## config.mk

```make
export PLATFORM = sky130hd
export DESIGN_NAME = alu_arbiter
export DESIGN_NICKNAME = d
export VERILOG_FILES = /design/src/rtl/alu_arbiter_pkg.sv /design/src/rtl/alu_arbiter_rr_arbiter.sv /design/src/rtl/alu_arbiter.sv
export SDC_FILE = /design/constraint.sdc
export NUM_CORES = 1
export LEC_CHECK = 0
export ABC_CLOCK_PERIOD_IN_PS = 11400
export BUFFER_PORTS_ARGS = -buffer_cell sky130_fd_sc_hd__buf_2
export CELL_PAD_IN_SITES_DETAIL_PLACEMENT = 0
export CELL_PAD_IN_SITES_GLOBAL_PLACEMENT = 1
export CORE_MARGIN = 2
export CORE_UTILIZATION = 35
export DETAILED_ROUTE_END_ITERATION = 8
export PLACE_DENSITY = 0.84
export SLEW_MARGIN = 20
export SYNTH_ARGS = -nofsm -noshare
export SYNTH_HDL_FRONTEND = slang
export SYNTH_SLANG_ARGS = --single-unit
```

## constraint.sdc

```tcl
create_clock -name clk -period 11.4 [get_ports clk]
set_clock_uncertainty 0.05 [all_clocks]
set_input_delay 2.28 -clock clk [delete_from_list [all_inputs] [get_ports clk]]
set_output_delay 2.28 -clock clk [all_outputs]
set_load 0.005 [all_outputs]
```

## src/rtl/alu_arbiter_pkg.sv

```systemverilog
// Shared definitions for the alu arbiter: FSM states, flag layout, alu op codes.
// Op codes mirror the alu's own decode; anything at or above ALU_NUM_OPS is illegal.
package alu_arbiter_pkg;

  typedef enum logic [1:0] {
    ARB_IDLE,
    ARB_EXEC,
    ARB_RESP
  } arb_state_e;

  localparam int FLAG_W  = 4;
  localparam int FLAG_EQ = 3;
  localparam int FLAG_NE = 2;
  localparam int FLAG_LT = 1;
  localparam int FLAG_GT = 0;

  localparam int unsigned ALU_ADD     = 0;
  localparam int unsigned ALU_SUB     = 1;
  localparam int unsigned ALU_AND     = 2;
  localparam int unsigned ALU_OR      = 3;
  localparam int unsigned ALU_XOR     = 4;
  localparam int unsigned ALU_SLT     = 5;
  localparam int unsigned ALU_SLTU    = 6;
  localparam int unsigned ALU_NUM_OPS = 7;

  function automatic logic op_legal(input int unsigned op);
    return op < ALU_NUM_OPS;
  endfunction

endpackage

```

## src/rtl/alu_arbiter_rr_arbiter.sv

```systemverilog
// Combinational round-robin picker: searches from last+1 upward,
// wrapping, and returns a one-hot grant plus its index.
module rr_arbiter #(
  parameter int N  = 2,
  parameter int IW = (N > 1) ? $clog2(N) : 1
) (
  input  logic [N-1:0]  req,
  input  logic [IW-1:0] last,
  output logic [N-1:0]  gnt,
  output logic [IW-1:0] idx,
  output logic          any
);

  always_comb begin : pick
    int c;
    c   = 0;
    gnt = '0;
    idx = '0;
    any = 1'b0;
    for (int k = 1; k <= N; k++) begin
      c = int'((32'(last) + 32'(k)) % 32'(N));
      if (!any && req[c]) begin
        any = 1'b1;
        idx = IW'(c);
      end
    end
    if (any) gnt[idx] = 1'b1;
  end

endmodule

```

## src/rtl/alu_arbiter.sv

```systemverilog
// Shares one combinational alu between N_REQ requesters with a
// round-robin grant and registered operands, result and flags.
module alu_arbiter
  import alu_arbiter_pkg::*;
#(
  parameter int N_REQ      = 2,
  parameter int DATA_WIDTH = 32,
  parameter int OP_WIDTH   = 3
) (
  input  logic                        clk,
  input  logic                        rst,
  input  logic [N_REQ-1:0]            req_valid,
  output logic [N_REQ-1:0]            req_ready,
  input  logic [N_REQ*OP_WIDTH-1:0]   req_op,
  input  logic [N_REQ*DATA_WIDTH-1:0] req_a,
  input  logic [N_REQ*DATA_WIDTH-1:0] req_b,
  output logic [N_REQ-1:0]            resp_valid,
  input  logic [N_REQ-1:0]            resp_ready,
  output logic [DATA_WIDTH-1:0]       resp_result,
  output logic [FLAG_W-1:0]           resp_flags,
  output logic [OP_WIDTH-1:0]         alu_op,
  output logic [DATA_WIDTH-1:0]       alu_a,
  output logic [DATA_WIDTH-1:0]       alu_b,
  input  logic [DATA_WIDTH-1:0]       alu_result,
  input  logic                        alu_eq,
  input  logic                        alu_ne,
  input  logic                        alu_lt,
  input  logic                        alu_gt
);

  localparam int IW = $clog2(N_REQ);

  arb_state_e state;

  logic [IW-1:0]         last_q;
  logic [IW-1:0]         gnt_q;
  logic [OP_WIDTH-1:0]   op_q;
  logic [DATA_WIDTH-1:0] a_q;
  logic [DATA_WIDTH-1:0] b_q;

  logic [N_REQ-1:0]  arb_gnt;
  logic [IW-1:0]     arb_idx;
  logic              arb_any;
  logic [N_REQ-1:0]  gnt_oh;
  logic [FLAG_W-1:0] flags_d;
  logic [31:0]       op_ext;

  rr_arbiter #(
    .N  (N_REQ),
    .IW (IW)
  ) u_rr (
    .req  (req_valid),
    .last (last_q),
    .gnt  (arb_gnt),
    .idx  (arb_idx),
    .any  (arb_any)
  );

  // Accept only in IDLE; held low during reset even though state is IDLE.
  assign req_ready = (state == ARB_IDLE && !rst) ? arb_gnt : '0;

  assign alu_op = op_q;
  assign alu_a  = a_q;
  assign alu_b  = b_q;

  assign gnt_oh = {{(N_REQ-1){1'b0}}, 1'b1} << gnt_q;
  assign op_ext = 32'(op_q);

  always_comb begin
    flags_d          = '0;
    flags_d[FLAG_EQ] = alu_eq;
    flags_d[FLAG_NE] = alu_ne;
    flags_d[FLAG_LT] = alu_lt;
    flags_d[FLAG_GT] = alu_gt;
  end

  always_ff @(posedge clk or posedge rst) begin
    if (rst) begin
      state       <= ARB_IDLE;
      last_q      <= IW'(N_REQ-1);
      gnt_q       <= '0;
      op_q        <= '0;
      a_q         <= '0;
      b_q         <= '0;
      resp_result <= '0;
      resp_flags  <= '0;
      resp_valid  <= '0;
    end else begin
      unique case (state)
        ARB_IDLE: begin
          if (arb_any) begin
            gnt_q <= arb_idx;
            op_q  <= req_op[arb_idx*OP_WIDTH +: OP_WIDTH];
            a_q   <= req_a[arb_idx*DATA_WIDTH +: DATA_WIDTH];
            b_q   <= req_b[arb_idx*DATA_WIDTH +: DATA_WIDTH];
            state <= ARB_EXEC;
          end
        end
        ARB_EXEC: begin
          resp_result <= op_legal(op_ext) ? alu_result : '0;
          resp_flags  <= flags_d;
          resp_valid  <= gnt_oh;
          state       <= ARB_RESP;
        end
        ARB_RESP: begin
          if (resp_ready[gnt_q]) begin
            resp_valid <= '0;
            last_q     <= gnt_q;
            state      <= ARB_IDLE;
          end
        end
        default: state <= ARB_IDLE;
      endcase
    end
  end

endmodule
```

=== Yosys cells after proc, flatten, opt, wreduce, memory -nomap -nowiden ===
Cells that the tools add are included.

* Register bits: 109

* $add $sub $neg: 2
* $mul: 1
* $lt $le $gt $ge: 6
* Equality and inequality tests: 4
* Shift-type cells: 4
* Mux-type cells: 19
* Reduce and logical (&&, ||, !) cells: 11

{| class="wikitable"
|+ Operators by type and width
! kind !! number
|-
| $shiftx 64x7->32 || 2
|-
| $mux 32 || 1
|-
| $mux 1 || 11
|-
| $lt 1x2->1 const B || 4
|-
| $mux 2 || 4
|-
| $reduce_and 2->1 || 4
|-
| $pmux 2 s3 || 1
|-
| $shiftx 6x4->3 || 1
|-
| $ne 2x2->1 const B || 2
|-
| $pmux 2 s2 || 1
|-
| $logic_and 1x1->1 || 3
|-
| $lt 3x3->1 const B || 1
|-
| $mul 1x2->3 const B || 1
|-
| $add 1x1->1 const B || 2
|-
| $eq 2x1->1 const B || 1
|-
| $eq 2x2->1 const B || 1
|-
| $logic_not 1->1 || 2
|-
| $logic_not 2->1 || 1
|-
| $reduce_bool 2->1 || 1
|-
| $shl 1x1->2 const A || 1
|-
| $demux 1 s1 || 1
|-
| $ge 1x1->1 const B || 1
|}

=== Depth between registers and ports, before layout ===
* Word-level depth: 13
* Depth in mapped cells: 5
* Depth with buffers taken out: 3

=== Hierarchy ===
A second synthesis with hierarchy kept.

* Cells, all modules: 413
* Area, all modules: 4737.0 sq um

{| class="wikitable"
|+ Modules (own cells, without submodules)
! module !! times used !! cells an instance !! area an instance (sq um) !! seq. area each (sq um)
|-
| alu_arbiter || 1 || 408 || 4704.5 || 2728.9
|-
| rr_arbiter || 1 || 5 || 32.5 || 0.0
|}

=== Worst setup path after synthesis ===
No wires, ideal clock.

* Path kind: input-to-output
* From: in rst
* To: out req_ready[0]
* Arrival: 5.103 ns
* Data required time: 9.070 ns
* Path slack: 3.967 ns
* Stages: 2
* Path buffers: 0
* Cell sequence: inv_1 > and3_2

* Cells in the longest elaborated chain, start to end: 3

{| class="wikitable"
|+ RTL lines
! item !! line !! source
|-
| start: declaration || alu_arbiter.sv:11 || <nowiki>input logic rst,</nowiki>
|-
| $logic_not 1->1 (no line) || - ||
|-
| $logic_and 1x1->1 || alu_arbiter.sv:60 || <nowiki>assign req_ready = (state == ARB_IDLE && !rst) ? arb_gnt : '0;</nowiki>
|-
| $mux 2 || alu_arbiter.sv:60 ||
|-
| end: declaration || alu_arbiter.sv:13 || <nowiki>output logic [N_REQ-1:0] req_ready,</nowiki>
|}

No other way between the ends.

=== Worst setup path after layout ===
* From: in req_valid[1]
* To: out req_ready[0]

* Cells in the longest elaborated chain, start to end: 12
* Elaborated cells between the ends (all ways): 17

{| class="wikitable"
|+ RTL lines
! item !! line !! source
|-
| start: declaration || alu_arbiter.sv:12 || <nowiki>input logic [N_REQ-1:0] req_valid,</nowiki>
|-
| $mux 1 (not written as such) (2 in a row) || alu_arbiter_rr_arbiter.sv:22 || <nowiki>if (!any && req[c]) begin</nowiki>
|-
| $mux 1 || alu_arbiter_rr_arbiter.sv:22 ||
|-
| $logic_not 1->1 || alu_arbiter_rr_arbiter.sv:22 ||
|-
| $logic_and 1x1->1 || alu_arbiter_rr_arbiter.sv:22 ||
|-
| $mux 1 || alu_arbiter_rr_arbiter.sv:22 ||
|-
| $lt 1x2->1 (not written as such) or $ge 1x1->1 (tied branches) || alu_arbiter_rr_arbiter.sv:27 || <nowiki>if (any) gnt[idx] = 1'b1;</nowiki>
|-
| $logic_and 1x1->1 (not written as such) || alu_arbiter_rr_arbiter.sv:27 ||
|-
| $mux 1 (not written as such) || alu_arbiter_rr_arbiter.sv:27 ||
|-
| $demux 1 s1 || - ||
|-
| $mux 2 * || alu_arbiter_rr_arbiter.sv:27 ||
|-
| $mux 2 * || alu_arbiter.sv:60 ||
|}

Mark *: on every way between the ends. The rest lies on a longest branch, timed or not. The select of a mux whose other input is x is not followed.

==> results.sh <==
export IMPL_hpwl_um=10000
export IMPL_maxSlewHeadroom_pct=33.9
export IMPL_whs_path_depth=1
export IMPL_clkTransAtPathRegs_ps=70
export IMPL_drt_iter0_drc=108
export IMPL_io_buffers=282
export IMPL_std_cell_rows=45
export IMPL_grt_overflow=0
export IMPL_synthDistinctLibCells=26
export IMPL_final_nets=780
export IMPL_routabilityCongestion=0.744
export IMPL_drv_cap=0
export IMPL_drtPass1Iterations=4
export IMPL_tritoncts="built"
export IMPL_insertion_delay_ps=340
export IMPL_initial_core_util_pct=35.9
export IMPL_leakage_nw=3.89
export IMPL_cp_required_ps=9070
export IMPL_cts_hold_fix_buffers=0
export IMPL_cts_resized=0
export IMPL_hold_start="resp_result[22]"
export IMPL_antenna_found_initial=2
export IMPL_grt_pass1_vias=4002
export IMPL_multi_input_area_um2=2520
export IMPL_tightestPinTransition_ps=992
export IMPL_placed_cells=804
export IMPL_avgSynthCellArea_um2=16.5
export IMPL_period_share_pct=56.7
export IMPL_synth_top_cell_area_share_pct=49.4
export IMPL_grt_first_pass_wirelength_um=20300
export IMPL_die_area_um2=16700
export IMPL_r2r_end="alu_b[7]"
export IMPL_ys_seq_elements=109
export IMPL_num_io_pins=283
export IMPL_setup_viol=0
export IMPL_die_w_um=129
export IMPL_worst_ep_arrival_time_ps=4140
export IMPL_synth_area_leaders="dfrtp_1 (49%), mux2_4 (37%), a22o_1 (5.1%), buf_12 (2.2%), buf_4 (0.96%)"
export IMPL_grt_usage_pct=15.8
export IMPL_startpoint_type="input pin"
export IMPL_rsz0062_at_grt="no"
export IMPL_final_cells=821
export IMPL_r2r_slack_ps=8770
export IMPL_die_h_um=129
export IMPL_post_cts_setup_buffers=0
export IMPL_n_fill_cell=1359
export IMPL_yosys_warnings=0
export IMPL_fin_tns_setup_ps=0
export IMPL_hp_class="register to register"
export IMPL_drtAntennaViolNets=0
export IMPL_status="complete, no violations"
export IMPL_fin_hold_ws_ps=454
export IMPL_cts_num_sinks=109
export IMPL_synthCells=331
export IMPL_num_vias=3831
export IMPL_hold_path_end="resp_result[22]"
export IMPL_core_area_um2=15300
export IMPL_rr_worst_depth=4
export IMPL_syn2layout_area_growth_pct=33.3
export IMPL_fmax_mhz=155
export IMPL_vias_per_cell=4.67
export IMPL_drcViolationCount=0
export IMPL_critical_path_class="input pin to output port"
export IMPL_vdd_drop_max_uv=151
export IMPL_seq_area_um2=2730
export IMPL_drive_gt1_share_pct=73.1
export IMPL_synth_fp_nets=507
export IMPL_syn_area_um2=5470
export IMPL_mostFrequentLayoutCells="buf_2 (282), mux2_4 (134), dfrtp_1 (108), a22o_1 (32), clkbuf_16 (9)"
export IMPL_r2r_start="last_q"
export IMPL_hold_viol=0
export IMPL_cts_max_path_buffers=2
export IMPL_yosysTopAreaCell="dfrtp_1"
export IMPL_power_density_nw_per_um2=260
export IMPL_maxSlewViolCount=0
export IMPL_drt_total_wl_um=13300
export IMPL_htreeDepth=3
export IMPL_place_area_um2=6970
export IMPL_grt_max_degree=60
export IMPL_yosysSeqAreaShare_pct=49.9
export IMPL_end_kind="output port"
export IMPL_design_area_um2=7290
export IMPL_layout_commonest_cell="buf_2"
export IMPL_ctsRootBufferMaster="clkbuf_16"
export IMPL_min_period_ps=6470
export IMPL_path_max_fanout=47
export IMPL_wl_per_cell_um=16.2
export IMPL_numCtsBuffers=9
==> routing by layer <==
metal	global-route usage [%]	share of wire (%)	vias up
met4	6.52	2.2	0
met3	3.55	6.5	19
met2	27.1	49	173
li1	-	-	1754
met1	19.4	43	1885
met5	0	0	-
==> sequential cells by signal, indices dropped and copies added, names as in the netlist <==
register,count
gnt_q,1
last_q,1
resp_flags,4
alu_op,3
state,2
alu_a,32
resp_result,32
resp_valid,2
alu_b,32
==> Yosys cell counts, drive strengths merged <==
cell type  count
a21oi          4
o21ai          2
dfstp          1
and3           1
nand2b         2
inv            2
a31oi          1
nand3b         2
mux2         138
mux2i          1
nand3          1
clkbuf         2
nor2b          1
dfrtp        108
a211oi         2
buf           22
nor3           1
a21bo          1
nand2          2
nor2           4
nor4           1
a22o          32
==> power breakdown <==
part / leakage (nW) / total, W / switching [W] / internal [W]
sequential: 1.30 / 0.000707 / 0.000123 / 0.000584
clock: 0.158 / 0.000337 / 0.000137 / 0.000200
combinational: 2.43 / 0.000849 / 0.000332 / 0.000517
==> logic make-up (layout without fill, tap and decap cells) <==
group,Yosys count,after routing,synth area share [%]
mux,139,139,37.8
other cells,0,1,0
simple gates,15,15,1.67
compound gates,42,42,6.24
buf+inv,26,304,4.48
flops,109,109,49.9
==> per-stage QoR <==
stage / worst slack (ps) / power, W / utilization (%)
floorplan: 3970 / 0.00127 / -
global placement: 5030 / 0.00155 / 45.7
detailed placement: 4910 / 0.00157 / 45.7
CTS: 4920 / 0.00192 / 47.8
global route: 4820 / 0.00202 / 47.8
finish: 4930 / 0.00189 / 47.8
==> how the worst max path moves through the flow <==
stage | from | cells past startpoint | endpoint
after global routing | req_valid[1] | 5 | req_ready[0]
final | req_valid[1] | 5 | req_ready[0]
after CTS | req_valid[1] | 5 | req_ready[0]
after global placement | req_valid[1] | 5 | req_ready[0]
after floorplan | rst | 2 | req_ready[0]
after detailed placement | req_valid[1] | 5 | req_ready[0]
==> critical path, stage by stage <==
cell,delay [ps]
buf_2,100
a21bo_4,500
buf_4,760
and3_2,310
buf_2,120
==> layout make-up <==
| class | count | area share, % |
|---|---|---|
| flip-flops and latches | 109 | 37.4 |
| multi-input cells | 196 | 34.6 |
| repair buffers | 286 | 19.8 |
| well taps | 211 | 3.62 |
| clock buffers | 12 | 3.38 |
| clock inverters | 4 | 1.06 |
| inverters | 2 | 0.137 |
| diodes | 1 | 0.0343 |
(Power assumes the default switching activity.)
